===== config.mk =====
export PLATFORM = sky130hd
export DESIGN_NAME = ucode_sequencer
export DESIGN_NICKNAME = d
export VERILOG_FILES = /design/src/rtl/ucode_pkg.sv /design/src/rtl/ucode_next_addr.sv /design/src/rtl/ucode_sequencer.sv
export SDC_FILE = /design/constraint.sdc
export NUM_CORES = 1
export LEC_CHECK = 0
export CAP_MARGIN = 20
export CORE_MARGIN = 2
export CORE_UTILIZATION = 29
export DETAILED_ROUTE_END_ITERATION = 7
export PLACE_DENSITY = 0.7
export SKIP_CTS_REPAIR_TIMING = 1
export SYNTH_ARGS = -nofsm -noshare
export SYNTH_HDL_FRONTEND = slang
export SYNTH_SLANG_ARGS = --single-unit

===== constraint.sdc =====
create_clock -name clk -period 4.8 [get_ports clk]
set_input_delay 1.2 -clock clk [delete_from_list [all_inputs] [get_ports clk]]
set_output_delay 1.2 -clock clk [all_outputs]
set_load 0.02 [all_outputs]

===== src/rtl/ucode_pkg.sv =====
// Shared definitions for the micro-sequencer: sequencing codes, trigger opcodes
// and bit positions of the instruction and micro-word fields.
package ucode_pkg;

  typedef enum logic [1:0] {
    SEQ_NEXT  = 2'b00,
    SEQ_LOOP  = 2'b01,
    SEQ_LDCNT = 2'b10,
    SEQ_END   = 2'b11
  } seq_e;

  localparam logic [6:0] OPC_MUL  = 7'b0010000;
  localparam logic [6:0] OPC_MULS = 7'b0011000;

  localparam int INSTR_OPC_LSB = 25;
  localparam int INSTR_OPC_W   = 7;
  localparam int INSTR_RD_LSB  = 21;
  localparam int INSTR_RN_LSB  = 17;
  localparam int INSTR_RM_LSB  = 0;
  localparam int REG_W         = 4;

  localparam int UW_SEQ_LSB = 30;
  localparam int UW_TGT_LSB = 22;
  localparam int UW_TGT_W   = 8;
  localparam int UW_CNT_LSB = 16;
  localparam int UW_CNT_W   = 6;
  localparam int UW_PAY_W   = 16;

  function automatic seq_e uw_seq(input logic [31:0] w);
    return seq_e'(w[UW_SEQ_LSB +: 2]);
  endfunction

endpackage


===== src/rtl/ucode_next_addr.sv =====
// Next micro-ROM address and loop counter value for the word currently on the ROM
// output; holds everything when the uop is not accepted.
module ucode_next_addr
  import ucode_pkg::*;
#(
  parameter int UA_W = 8
) (
  input  logic [1:0]          seq,
  input  logic [UA_W-1:0]     target,
  input  logic [UW_CNT_W-1:0] cnt_imm,
  input  logic [UA_W-1:0]     addr_q,
  input  logic [UW_CNT_W-1:0] loop_cnt,
  input  logic                accept,
  output logic [UA_W-1:0]     next_addr,
  output logic [UW_CNT_W-1:0] loop_cnt_nxt
);

  logic [UA_W-1:0] addr_inc;

  assign addr_inc = addr_q + UA_W'(1);

  always_comb begin
    next_addr    = addr_q;
    loop_cnt_nxt = loop_cnt;
    if (accept) begin
      unique case (seq_e'(seq))
        SEQ_NEXT:  next_addr = addr_inc;
        SEQ_LDCNT: begin
          loop_cnt_nxt = cnt_imm;
          next_addr    = addr_inc;
        end
        SEQ_LOOP: begin
          if (loop_cnt != '0) begin
            loop_cnt_nxt = loop_cnt - UW_CNT_W'(1);
            next_addr    = target;
          end else begin
            next_addr = addr_inc;
          end
        end
        default: next_addr = addr_q;
      endcase
    end
  end

endmodule


===== src/rtl/ucode_sequencer.sv =====
// Micro-sequencer that replaces MUL/MULS in IF/ID with a micro-ROM driven uop stream,
// stalling IF until the END word is handed to ID.
module ucode_sequencer
  import ucode_pkg::*;
#(
  parameter int              UA_W       = 8,
  parameter int              UW_W       = 32,
  parameter logic [UA_W-1:0] MUL_ENTRY  = 8'h00,
  parameter logic [UA_W-1:0] MULS_ENTRY = 8'h20,
  parameter int              MAX_STEPS  = 64
) (
  input  logic             clk,
  input  logic             rst,
  input  logic [31:0]      ifid_instr,
  input  logic             ifid_valid,
  input  logic             flush,
  output logic [UA_W-1:0]  uc_rom_addr,
  input  logic [UW_W-1:0]  uc_rom_data,
  input  logic             uop_ready,
  output logic             uop_valid,
  output logic [15:0]      uop_payload,
  output logic [REG_W-1:0] uc_rd,
  output logic [REG_W-1:0] uc_rn,
  output logic [REG_W-1:0] uc_rm,
  output logic             hold_if,
  output logic             uc_active,
  output logic             uc_err
);

  localparam int SC_W = (MAX_STEPS > 1) ? $clog2(MAX_STEPS) : 1;

  typedef enum logic {
    ST_IDLE = 1'b0,
    ST_RUN  = 1'b1
  } state_e;

  state_e               state_q, state_d;
  logic [UA_W-1:0]      addr_q, addr_d;
  logic [UW_CNT_W-1:0]  loop_cnt_q, loop_cnt_d;
  logic [SC_W-1:0]      step_cnt_q, step_cnt_d;
  logic [REG_W-1:0]     rd_q, rd_d, rn_q, rn_d, rm_q, rm_d;

  logic [INSTR_OPC_W-1:0] opc;
  logic                 is_mul, is_muls, trigger, running, accept, runaway, finish;
  seq_e                 seq, seq_eff;
  logic [UA_W-1:0]      entry, na_addr;
  logic [UW_CNT_W-1:0]  na_loop_cnt;
  logic                 unused_instr_bits;

  assign opc     = ifid_instr[INSTR_OPC_LSB +: INSTR_OPC_W];
  assign is_mul  = (opc == OPC_MUL);
  assign is_muls = (opc == OPC_MULS);
  assign entry   = is_muls ? MULS_ENTRY : MUL_ENTRY;
  assign seq     = uw_seq(uc_rom_data[31:0]);
  assign unused_instr_bits = ^ifid_instr[INSTR_RN_LSB-1:INSTR_RM_LSB+REG_W];

  // Flush and reset both suppress the trigger and the handshake in the same cycle.
  assign trigger = (state_q == ST_IDLE) && ifid_valid && (is_mul || is_muls) && !flush && !rst;
  assign running = (state_q == ST_RUN) && !flush && !rst;
  assign accept  = running && uop_ready;
  assign runaway = accept && (seq != SEQ_END) && (step_cnt_q == SC_W'(MAX_STEPS - 1));
  assign finish  = accept && ((seq == SEQ_END) || runaway);
  // A runaway abort behaves exactly like END, so the loop counter is left untouched.
  assign seq_eff = runaway ? SEQ_END : seq;

  ucode_next_addr #(
    .UA_W (UA_W)
  ) u_next_addr (
    .seq          (seq_eff),
    .target       (UA_W'(uc_rom_data[UW_TGT_LSB +: UW_TGT_W])),
    .cnt_imm      (uc_rom_data[UW_CNT_LSB +: UW_CNT_W]),
    .addr_q       (addr_q),
    .loop_cnt     (loop_cnt_q),
    .accept       (accept),
    .next_addr    (na_addr),
    .loop_cnt_nxt (na_loop_cnt)
  );

  always_comb begin
    state_d     = state_q;
    uc_rom_addr = addr_q;
    loop_cnt_d  = loop_cnt_q;
    step_cnt_d  = step_cnt_q;
    rd_d        = rd_q;
    rn_d        = rn_q;
    rm_d        = rm_q;
    if (rst) begin
      uc_rom_addr = '0;
    end else if (flush) begin
      state_d = ST_IDLE;
    end else if (state_q == ST_IDLE) begin
      if (trigger) begin
        uc_rom_addr = entry;
        step_cnt_d  = '0;
        rd_d        = ifid_instr[INSTR_RD_LSB +: REG_W];
        rn_d        = ifid_instr[INSTR_RN_LSB +: REG_W];
        rm_d        = ifid_instr[INSTR_RM_LSB +: REG_W];
        state_d     = ST_RUN;
      end
    end else begin
      uc_rom_addr = na_addr;
      loop_cnt_d  = na_loop_cnt;
      if (accept) step_cnt_d = step_cnt_q + SC_W'(1);
      if (finish) state_d = ST_IDLE;
    end
    addr_d = uc_rom_addr;
  end

  always_ff @(posedge clk) begin
    if (rst) begin
      state_q    <= ST_IDLE;
      addr_q     <= '0;
      loop_cnt_q <= '0;
      step_cnt_q <= '0;
      rd_q       <= '0;
      rn_q       <= '0;
      rm_q       <= '0;
    end else begin
      state_q    <= state_d;
      addr_q     <= addr_d;
      loop_cnt_q <= loop_cnt_d;
      step_cnt_q <= step_cnt_d;
      rd_q       <= rd_d;
      rn_q       <= rn_d;
      rm_q       <= rm_d;
    end
  end

  assign uop_valid   = running;
  assign uc_active   = (state_q == ST_RUN) && !rst;
  assign hold_if     = trigger || (running && !finish);
  assign uc_err      = runaway;
  assign uop_payload = uc_rom_data[UW_PAY_W-1:0];
  assign uc_rd       = rd_q;
  assign uc_rn       = rn_q;
  assign uc_rm       = rm_q;

endmodule

==> results.toml <==
[run_status]
outcome = "finished clean"

[logic_synthesis]
synth_fa_ha_area_share_pct = 3.67
synth_compound_area_share_pct = 28.7
synth_xor_area_share_pct = 0
synth_top_family_by_area = "compound AO/OA/AOI/OAI gates"
synth_area_um2 = 2040
yosysTopAreaCell = "dfxtp_1"
syn_avg_cell_area_um2 = 7.89
synthTopCellsByArea = "dfxtp_1 32%, nand2_1 7.2%, o21ai_0 6.4%, buf_4 6.2%, ha_1 3.7%"
synth_top_flop_cell = "dfxtp_1"
synth-seq-cells = 33
netlist_instances = 259
seq_area_frac_synth_pct = 32.3
yosysUniqueCellTypes = 48
yosysWarnings = 0
synthMuxAreaShare_pct = 0.551
synthArstFlopShare_pct = 0
synth-simple-area-share_pct = 24.7
synth_edf_count = 0
synth_top_area_share_pct = 32.3
syn_nets = 334

[pwr]
leakage_nw = 1.16
ir_drop_mv = 0.120
power_density_nw_per_um2 = 199

[worst_hold_path]
worst_hold_path.num_cells = 2
worstHoldEndpoint = "uc_rn[1]"
hp-start = "uc_rn[1]"
hold_path_class = "flip-flop to flip-flop"

[placed_design]
finalWeightedCongestion = 0.824
io_buffers = 63
dp_hpwl_um = 4140
dp.cells = 417

[clock_network]
clk_latency_ps = 290
clock_sinks = 33
ctsRootBufferMaster = "clkbuf_8"
cts_buffers = 5
path_clk_slew_ps = 80
cts_buffer_depth = 2
cts_tree = "done"
cts_max_level = 2

[final_layout]
finalCoreUtilization_pct = 45.6
diodes = 0
finalNonFillerCells = 427
drive_above_1_share_pct = 24.5
fin_nets = 405
area_delta_synth_final_pct = 51.5

[drt]
drc = 0
wl_met2_um = 2690
wl_per_cell_um = 13.4
ant_nets = 0
met1_length_um = 2640
wl_um = 5710
drtIter0Drc = 70
dr.pass1.iters = 4
vias = 2152
top_layer = "met4"
vias_per_cell = 5.04
met3WireLength_um = 367

[floorplan]
num_io_pins = 109
initial_utilization_pct = 30.1
rows = 30
dieArea_um2 = 7730
die_w_um = 87.9
core_area_um2 = 6790
die_h_um = 87.9

[setup_path]
ff2ff_path_depth = 11
crit_required_ps = 3600
r2r-start = "step_cnt_q[0]"
critPathKind = "input pin to output pin"
start_kind = "input pin"
end_kind = "output pin"
timing.rr.end = "loop_cnt_q[5]"
worst-path-buf-inv = 2
path_delay_family = "simple AND/OR/NAND/NOR gates"
slowest_delay_ps = 520
arrival_ps = 3540
r2r_setup_slack_ps = 2030
cp_cell_sequence = "clkdlybuf4s50_1 -> and2_4 -> nor4_4 -> or2_4 -> ha_2 -> nand2b_4 -> or4_4 -> a21boi_2 -> o221a_2 -> buf_6"
slowest_stage = "or4_4"
path_max_fanout = 7

[sta]
tightest_slew_ps = 750
min_period_ps = 4740
finalSetupViolCount = 0
fin_skew_ps = 9.79
drv_slew = 0
hold_violations = 0
slew_headroom_pct = 49.5
fmax_mhz = 211
finalCritPeriodShare_pct = 98.7

[global_route]
grt_util_all_layers_pct = 14.5
grt_max_degree = 26
antenna_found_initial = 0
overflow = 0
grt_pass1_vias = 1964
grt_pass1_wl_um = 9010

[flow_run]
drv_cap = 0
[synthesized netlist by cell type, types with 3 or more instances]
cell and n:
dfxtp_1 33, a311oi_1 5, nor4_1 4, a21o_1 4
nand2b_1 3, a2111oi_0 4, buf_4 17, o221a_2 4
and2_1 3, a21oi_1 11, o21ai_0 26, or2_2 5
ha_1 6, clkbuf_1 10, nor2_1 17, inv_1 7
nand2_1 39, a22oi_1 3, a211oi_1 3, nand3_1 10
and3_1 4, nor3_1 4
[report_power, final]
| group | switching [mW] | internal (mW) |
|---|---|---|
| combinational | 0.0269 | 0.0427 |
| clock | 0.116 | 0.155 |
| sequential | 0.000196 | 0.274 |
| total | 0.143 | 0.472 |
[layer usage]
metal  vias to the layer above  global-route usage, %
met5                         -                      0
met4                         0                   4.48
met3                         2                   4.90
met2                        54                   22.7
met1                      1019                   19.0
li1                       1077                      -
[cell type report]
type	instances	area (um2)
clock buffer	5	68.8
clock inverter	3	46.3
fill	664	3700
inverter	8	30.0
multi-input combinational	189	1320
sequential	33	661
tap	96	120
timing repair buffer	93	846
[logic make-up (layout without fill, tap and decap cells)]
group | after synthesis | count (layout)
fa+ha+maj | 6 | 6
compound gates | 83 | 83
simple gates | 99 | 99
buf+inv | 37 | 109
flops | 33 | 33
mux | 1 | 1
[worst min-delay path: stages (launching register included)]
cell and delay [ps]:
dfxtp_1 310, nand2_1 50, o21ai_0 60
[placed cells by master (no fill, tap or decap), types with 3 or more instances in the layout]
cell,instances
o21ai_2,3
and3_1,4
nand3_1,10
a311oi_1,5
clkbuf_2,3
or2_2,3
clkdlybuf4s50_1,51
inv_1,7
clkbuf_8,5
a2111oi_4,3
o221a_2,4
nand2_1,39
nor2_1,17
o21ai_0,24
dfxtp_1,33
ha_1,4
dlymetal6s2s_1,4
nor4_1,3
buf_4,33
a22oi_1,3
a21o_1,4
a21oi_1,9
[per-stage QoR]
stage	hold slack, ps	cell area [um2]	TNS (ps)	power [mW]	setup WS, ps
2_1_floorplan	448	2100	0	0.321	55.1
3_3_place_gp	442	2900	-4330	0.346	-662
3_5_place_dp	454	2900	-4490	0.346	-686
4_1_cts	465	3010	-4650	0.620	-692
5_1_grt	478	3100	-102	0.636	-24.3
6_report	458	3100	0	0.615	64.0
[flip-flops by register name (all words and copies together) (netlist names)]
name,cells
addr_q,8
loop_cnt_q,6
step_cnt_q,6
uc_rd,4
uc_rm,4
uc_rn,4
state_q,1
[worst max-delay path by stage]
stage                      to            start  slack, ps  depth (start not counted)
5_1_grt        uc_rom_addr[1]  uc_rom_data[30]        -20                         12
6_report       uc_rom_addr[5]  uc_rom_data[30]         60                         10
3_3_place_gp   uc_rom_addr[5]            flush       -660                         10
4_1_cts        uc_rom_addr[5]  uc_rom_data[31]       -690                         10
2_1_floorplan  uc_rom_addr[6]            flush         60                         10
3_5_place_dp   uc_rom_addr[5]  uc_rom_data[31]       -690                         10
(Power assumes the default switching activity.)
